`src/rtl/mac_stream_engine.sv`:
```
// mac_stream_engine: streaming N-lane dot-product engine.
// Three pipeline stages: multiply, then adder-tree reduce, then accumulate and clamp.
// The engine emits one saturated result per burst over a valid/ready output.
module mac_stream_engine #(
    parameter int unsigned N     = 4,
    parameter int unsigned DW    = 8,
    parameter int unsigned OUT_W = 16,
    parameter int unsigned CNT_W = 8
) (
    input  logic                clk,
    input  logic                rst_n,
    input  logic                in_valid,
    output logic                in_ready,
    input  logic [N*DW-1:0]     in_a,
    input  logic [N*DW-1:0]     in_b,
    input  logic                in_last,
    input  logic                in_signed,
    output logic                out_valid,
    input  logic                out_ready,
    output logic [OUT_W-1:0]    out_data,
    output logic                out_sat,
    output logic [CNT_W-1:0]    out_beats
);

    localparam int unsigned PW    = 2 * DW;
    localparam int unsigned SW    = PW + $clog2(N);
    localparam int unsigned ACC_W = SW + CNT_W;

    localparam logic [ACC_W-1:0] UMAX = ACC_W'({OUT_W{1'b1}});
    localparam logic [ACC_W-1:0] SMAX = ACC_W'({(OUT_W-1){1'b1}});
    localparam logic [ACC_W-1:0] SMIN = ~SMAX;
    localparam logic [CNT_W-1:0] CMAX = {CNT_W{1'b1}};

    logic                adv;
    logic                take;

    // Input-side burst tracking: mode latch and beat count for forced termination
    logic [CNT_W-1:0]    icnt_q;
    logic                mode_q;
    logic [CNT_W-1:0]    icnt_nxt;
    logic                mode_d;
    logic                last_d;

    logic [PW-1:0]       prod_d [N];
    logic [PW-1:0]       prod1  [N];
    logic                v1, last1, mode1;

    logic [SW-1:0]       sum_d;
    logic [SW-1:0]       sum2;
    logic                v2, last2, mode2;

    logic [ACC_W-1:0]    acc_q;
    logic [CNT_W-1:0]    cnt_q;
    logic [ACC_W-1:0]    acc_nxt;
    logic [CNT_W-1:0]    cnt_nxt;
    logic [OUT_W-1:0]    data_d;
    logic                sat_d;

    // Whole pipeline advances unless a held result is blocking the output
    assign adv      = !(out_valid && !out_ready);
    assign in_ready = adv;
    assign take     = in_valid && adv;

    // Beat mode comes from the first beat; a full counter forces a burst end
    always_comb begin
        mode_d   = (icnt_q == '0) ? in_signed : mode_q;
        icnt_nxt = icnt_q + CNT_W'(1);
        last_d   = in_last || (icnt_nxt == CMAX);
    end

    // Lane multipliers on operands extended to product width
    always_comb begin
        for (int i = 0; i < N; i++) begin
            logic [PW-1:0] ea;
            logic [PW-1:0] eb;
            if (mode_d) begin
                ea = {{DW{in_a[i*DW+DW-1]}}, in_a[i*DW +: DW]};
                eb = {{DW{in_b[i*DW+DW-1]}}, in_b[i*DW +: DW]};
            end else begin
                ea = {{DW{1'b0}}, in_a[i*DW +: DW]};
                eb = {{DW{1'b0}}, in_b[i*DW +: DW]};
            end
            prod_d[i] = ea * eb;
        end
    end

    // Input tracking registers
    always_ff @(posedge clk or negedge rst_n) begin
        if (!rst_n) begin
            icnt_q <= '0;
            mode_q <= 1'b0;
        end else if (take) begin
            icnt_q <= last_d ? '0 : icnt_nxt;
            mode_q <= mode_d;
        end
    end

    // S1: registered products
    always_ff @(posedge clk or negedge rst_n) begin
        if (!rst_n) begin
            for (int i = 0; i < N; i++) prod1[i] <= '0;
            v1    <= 1'b0;
            last1 <= 1'b0;
            mode1 <= 1'b0;
        end else if (adv) begin
            v1 <= take;
            if (take) begin
                for (int i = 0; i < N; i++) prod1[i] <= prod_d[i];
                last1 <= last_d;
                mode1 <= mode_d;
            end
        end
    end

    // Adder tree over products, extended per mode
    always_comb begin
        sum_d = '0;
        for (int i = 0; i < N; i++) begin
            if (mode1) sum_d = sum_d + {{(SW-PW){prod1[i][PW-1]}}, prod1[i]};
            else       sum_d = sum_d + {{(SW-PW){1'b0}}, prod1[i]};
        end
    end

    // S2: registered lane sum
    always_ff @(posedge clk or negedge rst_n) begin
        if (!rst_n) begin
            sum2  <= '0;
            v2    <= 1'b0;
            last2 <= 1'b0;
            mode2 <= 1'b0;
        end else if (adv) begin
            v2 <= v1;
            if (v1) begin
                sum2  <= sum_d;
                last2 <= last1;
                mode2 <= mode1;
            end
        end
    end

    // Next accumulator value and its clamped output form
    always_comb begin
        if (mode2) acc_nxt = acc_q + {{(ACC_W-SW){sum2[SW-1]}}, sum2};
        else       acc_nxt = acc_q + {{(ACC_W-SW){1'b0}}, sum2};
        cnt_nxt = cnt_q + CNT_W'(1);
        data_d  = acc_nxt[OUT_W-1:0];
        sat_d   = 1'b0;
        if (mode2) begin
            if ($signed(acc_nxt) > $signed(SMAX)) begin
                data_d = SMAX[OUT_W-1:0];
                sat_d  = 1'b1;
            end else if ($signed(acc_nxt) < $signed(SMIN)) begin
                data_d = SMIN[OUT_W-1:0];
                sat_d  = 1'b1;
            end
        end else if (acc_nxt > UMAX) begin
            data_d = UMAX[OUT_W-1:0];
            sat_d  = 1'b1;
        end
    end

    // S3: accumulate and publish one result per burst
    always_ff @(posedge clk or negedge rst_n) begin
        if (!rst_n) begin
            acc_q     <= '0;
            cnt_q     <= '0;
            out_valid <= 1'b0;
            out_data  <= '0;
            out_sat   <= 1'b0;
            out_beats <= '0;
        end else if (adv) begin
            out_valid <= 1'b0;
            if (v2) begin
                if (last2) begin
                    out_valid <= 1'b1;
                    out_data  <= data_d;
                    out_sat   <= sat_d;
                    out_beats <= cnt_nxt;
                    acc_q     <= '0;
                    cnt_q     <= '0;
                end else begin
                    acc_q <= acc_nxt;
                    cnt_q <= cnt_nxt;
                end
            end
        end
    end

endmodule

```
`config.mk`:
```
export PLATFORM = sky130hd
export DESIGN_NAME = mac_stream_engine
export DESIGN_NICKNAME = d
export VERILOG_FILES = /design/src/rtl/mac_stream_engine.sv
export SDC_FILE = /design/constraint.sdc
export NUM_CORES = 1
export LEC_CHECK = 0
export ABC_AREA = 1
export BUFFER_PORTS_ARGS = -buffer_cell sky130_fd_sc_hd__buf_2
export CAP_MARGIN = 25
export CORE_UTILIZATION = 65
export DETAILED_ROUTE_END_ITERATION = 16
export PLACE_DENSITY = 0.92
export SLEW_MARGIN = 15
export SYNTH_ARGS = -nofsm -noshare
export SYNTH_HDL_FRONTEND = slang
export SYNTH_SLANG_ARGS = --single-unit
```
`constraint.sdc`:
```
create_clock -name clk -period 7.3 [get_ports clk]
set_input_delay 0 -clock clk [delete_from_list [all_inputs] [get_ports clk]]
set_output_delay 0 -clock clk [all_outputs]
set_load 0.02 [all_outputs]
```
== Yosys cells after proc, flatten, opt, wreduce, memory -nomap -nowiden ==
Cells that the tools add are included.
Storage, ports and cells
  register bits after elaboration: 157
  output and inout port bits: 27
  word-level logic and storage cells: 75
Cells by class
  $add $sub $neg: 10
  multipliers: 4
  $lt $le $gt $ge: 3
  equality and inequality tests: 1
  mux-type cells: 27
  bitwise operators: 1
  reductions and logical operators: 10
Operators with widths (number)
  $mux W16: 12
  $mux W18: 4
  $mul A16 B16 Y16: 4
  $add A18 B16 Y18: 3
  $add A18 B18 Y18: 3
  $gt A26 B16 Y1 const B: 2
  $mux W26: 2
  $add A26 B18 Y26: 1
  $add A26 B26 Y26: 1
  $lt A26 B16 Y1 const B: 1
  $add A8 B1 Y8 const B: 2
  $mux W8: 2
  $eq A8 B8 Y1 const B: 1
  $logic_not A8 Y1: 1
  $mux W1: 7
  $reduce_and A2 Y1: 3
  $reduce_and A3 Y1: 1
  $logic_and A1 B1 Y1: 2
  $logic_not A1 Y1: 2
  $logic_or A1 B1 Y1: 1
  $not A1 Y1: 1

== Depth between registers and ports, before layout ==
  depth in word-level cells: 7
  depth in mapped cells: 40
  mapped depth without buffers: 39

== Worst setup path before layout ==
Ideal clock, no wire load.
  kind: flip-flop to flip-flop
  from: reg icnt_q[0]
  to: reg prod1[15] in the netlist's numbering
  library setup time: 0.118 ns
  arrival: 5.816 ns
  data required time: 7.182 ns
  slack: 1.366 ns
  stages on the path, launching flop included: 30
  cells stage by stage: dfrtp_1 > inv_1 > ha_1 > nand2_1 > nor2_1 > nand2_1 > nand2_1 > nand2_1 > clkbuf_1 > nor2_1 > nand2_1 > fa_1 > inv_1 > fa_1 > fa_1 > inv_1 > fa_1 > inv_1 > fa_1 > fa_1 > ha_1 > nand2_1 > o21ai_0 > nand2_1 > nand2_1 > a21oi_1 > inv_1 > nand3_1 > nand3_1 > nand2_1
On the way
  cells in the longest elaborated chain, start to end: 4
  elaborated cells on any way between the ends: 5
  those cells by class: mul: 1; mux: 3; reduce/logical: 1
RTL lines
  start: declaration: RTL line 38  | logic [CNT_W-1:0] icnt_q;
  start signal: assignment: RTL line 93  | icnt_q <= last_d ? '0 : icnt_nxt;
  $logic_not A8 Y1 *: RTL line 66  | mode_d = (icnt_q == '0) ? in_signed : mode_q;
  $mux W1 *: RTL line 66
  $mux W16: RTL line 76  | if (mode_d) begin
  $mul A16 B16 Y16 *: RTL line 83  | prod_d[i] = ea * eb;
  end: declaration: RTL line 45  | logic [PW-1:0] prod1 [N];
Mark *: on every way between the ends. The rest lies on a longest branch, timed or not.
A chain may end at the register's enable or synchronous reset.

== Worst setup path after layout ==
Ends and elaborated chain as after synthesis.

==> flow_results.xml <==
<?xml version="1.0" encoding="UTF-8"?>
<metrics>
  <group name="run_status">
    <metric name="outcome" unit="">completed</metric>
  </group>
  <group name="sta">
    <metric name="timing.final.hold_violations" unit="">0</metric>
    <metric name="rsz0062_at_grt" unit="">no</metric>
    <metric name="fin_worst_skew" unit="ns">0.0145</metric>
    <metric name="maxSlewHeadroom" unit="">0.378</metric>
    <metric name="timing_max_transition_violations_final" unit="">0</metric>
    <metric name="finalSetupViolations" unit="">0</metric>
    <metric name="tightest_slew" unit="ns">0.933</metric>
    <metric name="finalSetupTns" unit="ns">0</metric>
    <metric name="min_period" unit="ns">6.70</metric>
    <metric name="max_freq" unit="MHz">149</metric>
    <metric name="final.period_utilization" unit="">0.917</metric>
  </group>
  <group name="placement">
    <metric name="post-place-cells" unit="">3983</metric>
    <metric name="port_buffer_count" unit="">96</metric>
    <metric name="gp_congestion" unit="">0.975</metric>
    <metric name="dpl.hpwl" unit="um">49200</metric>
  </group>
  <group name="detailed_routing">
    <metric name="routed-via-count" unit="">22083</metric>
    <metric name="firstDrtPassIters" unit="">7</metric>
    <metric name="vias_per_cell" unit="">5.49</metric>
    <metric name="totalWireLength" unit="um">60000</metric>
    <metric name="antenna_left" unit="">0</metric>
    <metric name="wl_per_cell" unit="um">14.9</metric>
    <metric name="post-route-drc-count" unit="">0</metric>
    <metric name="dr_iter_0_viols" unit="">1505</metric>
  </group>
  <group name="clock_network">
    <metric name="path_clk_slew" unit="ns">0.07</metric>
    <metric name="clock_path_buffers" unit="">2</metric>
    <metric name="clk_root_buffer_cell" unit="">clkbuf_16</metric>
    <metric name="cts_htree_levels" unit="">4</metric>
    <metric name="cts_made_buffers" unit="">17</metric>
    <metric name="clkSinkCount" unit="">156</metric>
    <metric name="clock_tree_from_tritoncts" unit="">built</metric>
    <metric name="worstSkewPairLatency" unit="ns">0.44</metric>
  </group>
  <group name="run">
    <metric name="drv_cap" unit="">0</metric>
  </group>
  <group name="worst_hold_path">
    <metric name="worstHoldPathCells" unit="">6</metric>
    <metric name="min_from" unit="">in_a[25]</metric>
    <metric name="min_path_type" unit="">in -&gt; reg</metric>
  </group>
  <group name="worst_setup_path">
    <metric name="required" unit="ns">7.62</metric>
    <metric name="critPathKind" unit="">reg -&gt; reg</metric>
    <metric name="cp_slowest_cell" unit="">fa_1</metric>
    <metric name="nature_of_the_critical_path_startpoint" unit="">flop</metric>
    <metric name="critical_path.max_stage_delay" unit="ns">0.72</metric>
    <metric name="crit_fanout" unit="">7</metric>
    <metric name="reg2reg_from" unit="">icnt_q[0]$_DFFE_PN0P_</metric>
    <metric name="rr_worst_depth" unit="">29</metric>
    <metric name="critical_path.startpoint" unit="">icnt_q[0]$_DFFE_PN0P_</metric>
    <metric name="path_common_cell" unit="">nand2_1</metric>
    <metric name="critical_path.endpoint_type" unit="">flop</metric>
    <metric name="critPathArrivalTime" unit="ns">7.01</metric>
  </group>
  <group name="finish">
    <metric name="fill_cells" unit="">2863</metric>
    <metric name="design.final.nets" unit="">4143</metric>
    <metric name="final-seq-area" unit="um2">3900</metric>
    <metric name="layout-area-overhead-vs-synth" unit="%">5.70</metric>
    <metric name="drive_above_1_share" unit="">0.0521</metric>
    <metric name="area_of_combinational_cells_with_multiple_inputs" unit="um2">17900</metric>
    <metric name="ant_diodes" unit="">0</metric>
    <metric name="instances_no_fill" unit="">4026</metric>
  </group>
  <group name="global_routing">
    <metric name="antenna_violations_before_repair" unit="">0</metric>
    <metric name="maximum_number_of_pins_on_one_net_before_global_route_repair" unit="">98</metric>
    <metric name="overflow" unit="">0</metric>
    <metric name="wire_length_of_the_first_global_routing_pass" unit="um">101000</metric>
    <metric name="vias_in_the_first_global_route" unit="">22066</metric>
    <metric name="grt.total_usage" unit="">0.316</metric>
  </group>
  <group name="synth">
    <metric name="nets_in_the_synthesized_netlist" unit="">4111</metric>
    <metric name="ys_top_cells_by_count" unit="">nand2_1, inv_1, ha_1</metric>
    <metric name="netlist_area" unit="um2">25200</metric>
    <metric name="netlist.top_cell.by_area" unit="">fa_1</metric>
    <metric name="synth_seq_cells" unit="">156</metric>
    <metric name="syn_area_per_cell" unit="um2">7.28</metric>
    <metric name="synth_seq_area_share" unit="">0.155</metric>
    <metric name="asyncSetResetFlopFracSynth" unit="">1.00</metric>
    <metric name="yosysUniqueCellTypes" unit="">50</metric>
    <metric name="synthDominantCellAreaShare" unit="">0.220</metric>
    <metric name="synth.yosys.warnings" unit="">0</metric>
    <metric name="synth_top_cells_by_area" unit="">fa_1, dfrtp_1, ha_1</metric>
    <metric name="synth_most_common_cell" unit="">nand2_1</metric>
    <metric name="synth_edf_count" unit="">0</metric>
    <metric name="synthCells" unit="">3470</metric>
    <metric name="dominantRegCellSynth" unit="">dfrtp_1</metric>
  </group>
  <group name="floorplanning">
    <metric name="boundaryPins" unit="">97</metric>
    <metric name="fp.dieArea" unit="um2">39600</metric>
    <metric name="floorplan.initialDensity" unit="">0.666</metric>
    <metric name="die_y" unit="um">199</metric>
    <metric name="core-area" unit="um2">37900</metric>
    <metric name="dieWidth" unit="um">199</metric>
    <metric name="num_rows" unit="">71</metric>
  </group>
</metrics>
-- cells in the final DEF (no fill, tap or decap), types with 6 or more instances in the layout --
| cell | count |
|---|---|
| nand2_1 | 943 |
| inv_1 | 809 |
| ha_1 | 293 |
| fa_1 | 278 |
| dfrtp_1 | 156 |
| nor2_1 | 153 |
| o21ai_0 | 143 |
| nand3_1 | 139 |
| a21oi_1 | 133 |
| buf_2 | 95 |
| xor2_1 | 66 |
| xnor2_1 | 53 |
| nor3_1 | 22 |
| nand4_1 | 20 |
| a31oi_1 | 19 |
| clkbuf_16 | 17 |
| a22o_1 | 16 |
| or2_2 | 15 |
| nand2_2 | 14 |
| o22ai_1 | 13 |
| dlygate4sd3_1 | 11 |
| o31ai_1 | 9 |
| nand3b_1 | 8 |
| a21o_1 | 8 |
| buf_4 | 8 |
| o21bai_1 | 6 |
-- final timing paths --
path	end	slack [ns]
setup reg to reg	prod1[15]$_DFFE_PN0P_	0.60
hold / removal	prod1[1]$_DFFE_PN0P_	0.14
hold reg to reg	out_data[2]$_DFFE_PN0P_	0.47
max in group asynchronous	prod1[24]$_DFFE_PN0P_	5.75
min in group asynchronous	sum2[0]$_DFFE_PN0P_	0.19
setup / recovery	prod1[15]$_DFFE_PN0P_	0.60
-- cell families (layout without fill, tap and decap cells) --
family,after synthesis,count (layout),share of synthesized area
AND/OR/NAND/NOR,1337,1337,0.217
flip-flops,156,156,0.155
adder cells (fa/ha/maj),571,571,0.366
XOR/XNOR,119,119,0.0413
buffers and inverters,914,959,0.138
AO/OA/AOI/OAI,373,373,0.0834
-- cell type report --
| cell class | instances | share of cell area |
|---|---|---|
| clock inverter | 14 | 0.00492 |
| sequential | 156 | 0.146 |
| inverter | 811 | 0.114 |
| tap | 511 | 0.0240 |
| multi-input combinational | 2400 | 0.669 |
| clock buffer | 18 | 0.0161 |
| timing repair buffer | 116 | 0.0254 |
-- metal layers --
layer	track usage	vias to the layer above	wire, um
met2	0.560	772	30200
met5	0	-	0
met3	0.0343	164	3540
li1	-	10634	-
met4	0.112	0	1800
met1	0.398	10513	24500
-- through the flow --
stage / hold WS, ns / setup WS (ns) / cell area, um2 / utilization
floorplan: -0.296 / 1.37 / 25200 / -
global placement: 0.113 / 0.959 / 26000 / 0.686
detailed placement: 0.125 / 0.674 / 26000 / 0.686
CTS: 0.134 / 0.646 / 26700 / 0.704
global route: 0.201 / 0.169 / 26700 / 0.704
finish: 0.137 / 0.605 / 26700 / 0.704
-- critical path: cells and delay by family, from the launching register on --
family | cells | cell delay (ns)
compound gates | 2 | 0.40
fa+ha+maj | 8 | 3.68
buf+inv | 6 | 0.66
flops | 1 | 0.41
simple gates | 13 | 1.42
-- what timing repair did --
item | in CTS | in global routing
setup endpoints to repair | 0 | 0
buffers inserted | 0 | 0
endpoints found under the hold margin | 97 | 0
resized for setup | 0 | 0
hold buffers | 11 | 0
-- state kept, by name (all words and copies together), names as in the netlist --
register and count:
acc_q 26, last1 1, last2 1, icnt_q 8
mode_q 1, out_beats 8, mode2 1, sum2 18
out_sat 1, v1 1, v2 1, prod1 64
out_valid 1, cnt_q 8, out_data 16
Power is left out: the tool's default activity adds up to more than one toggle a clock period on the data nets, which glitch-free logic cannot reach.
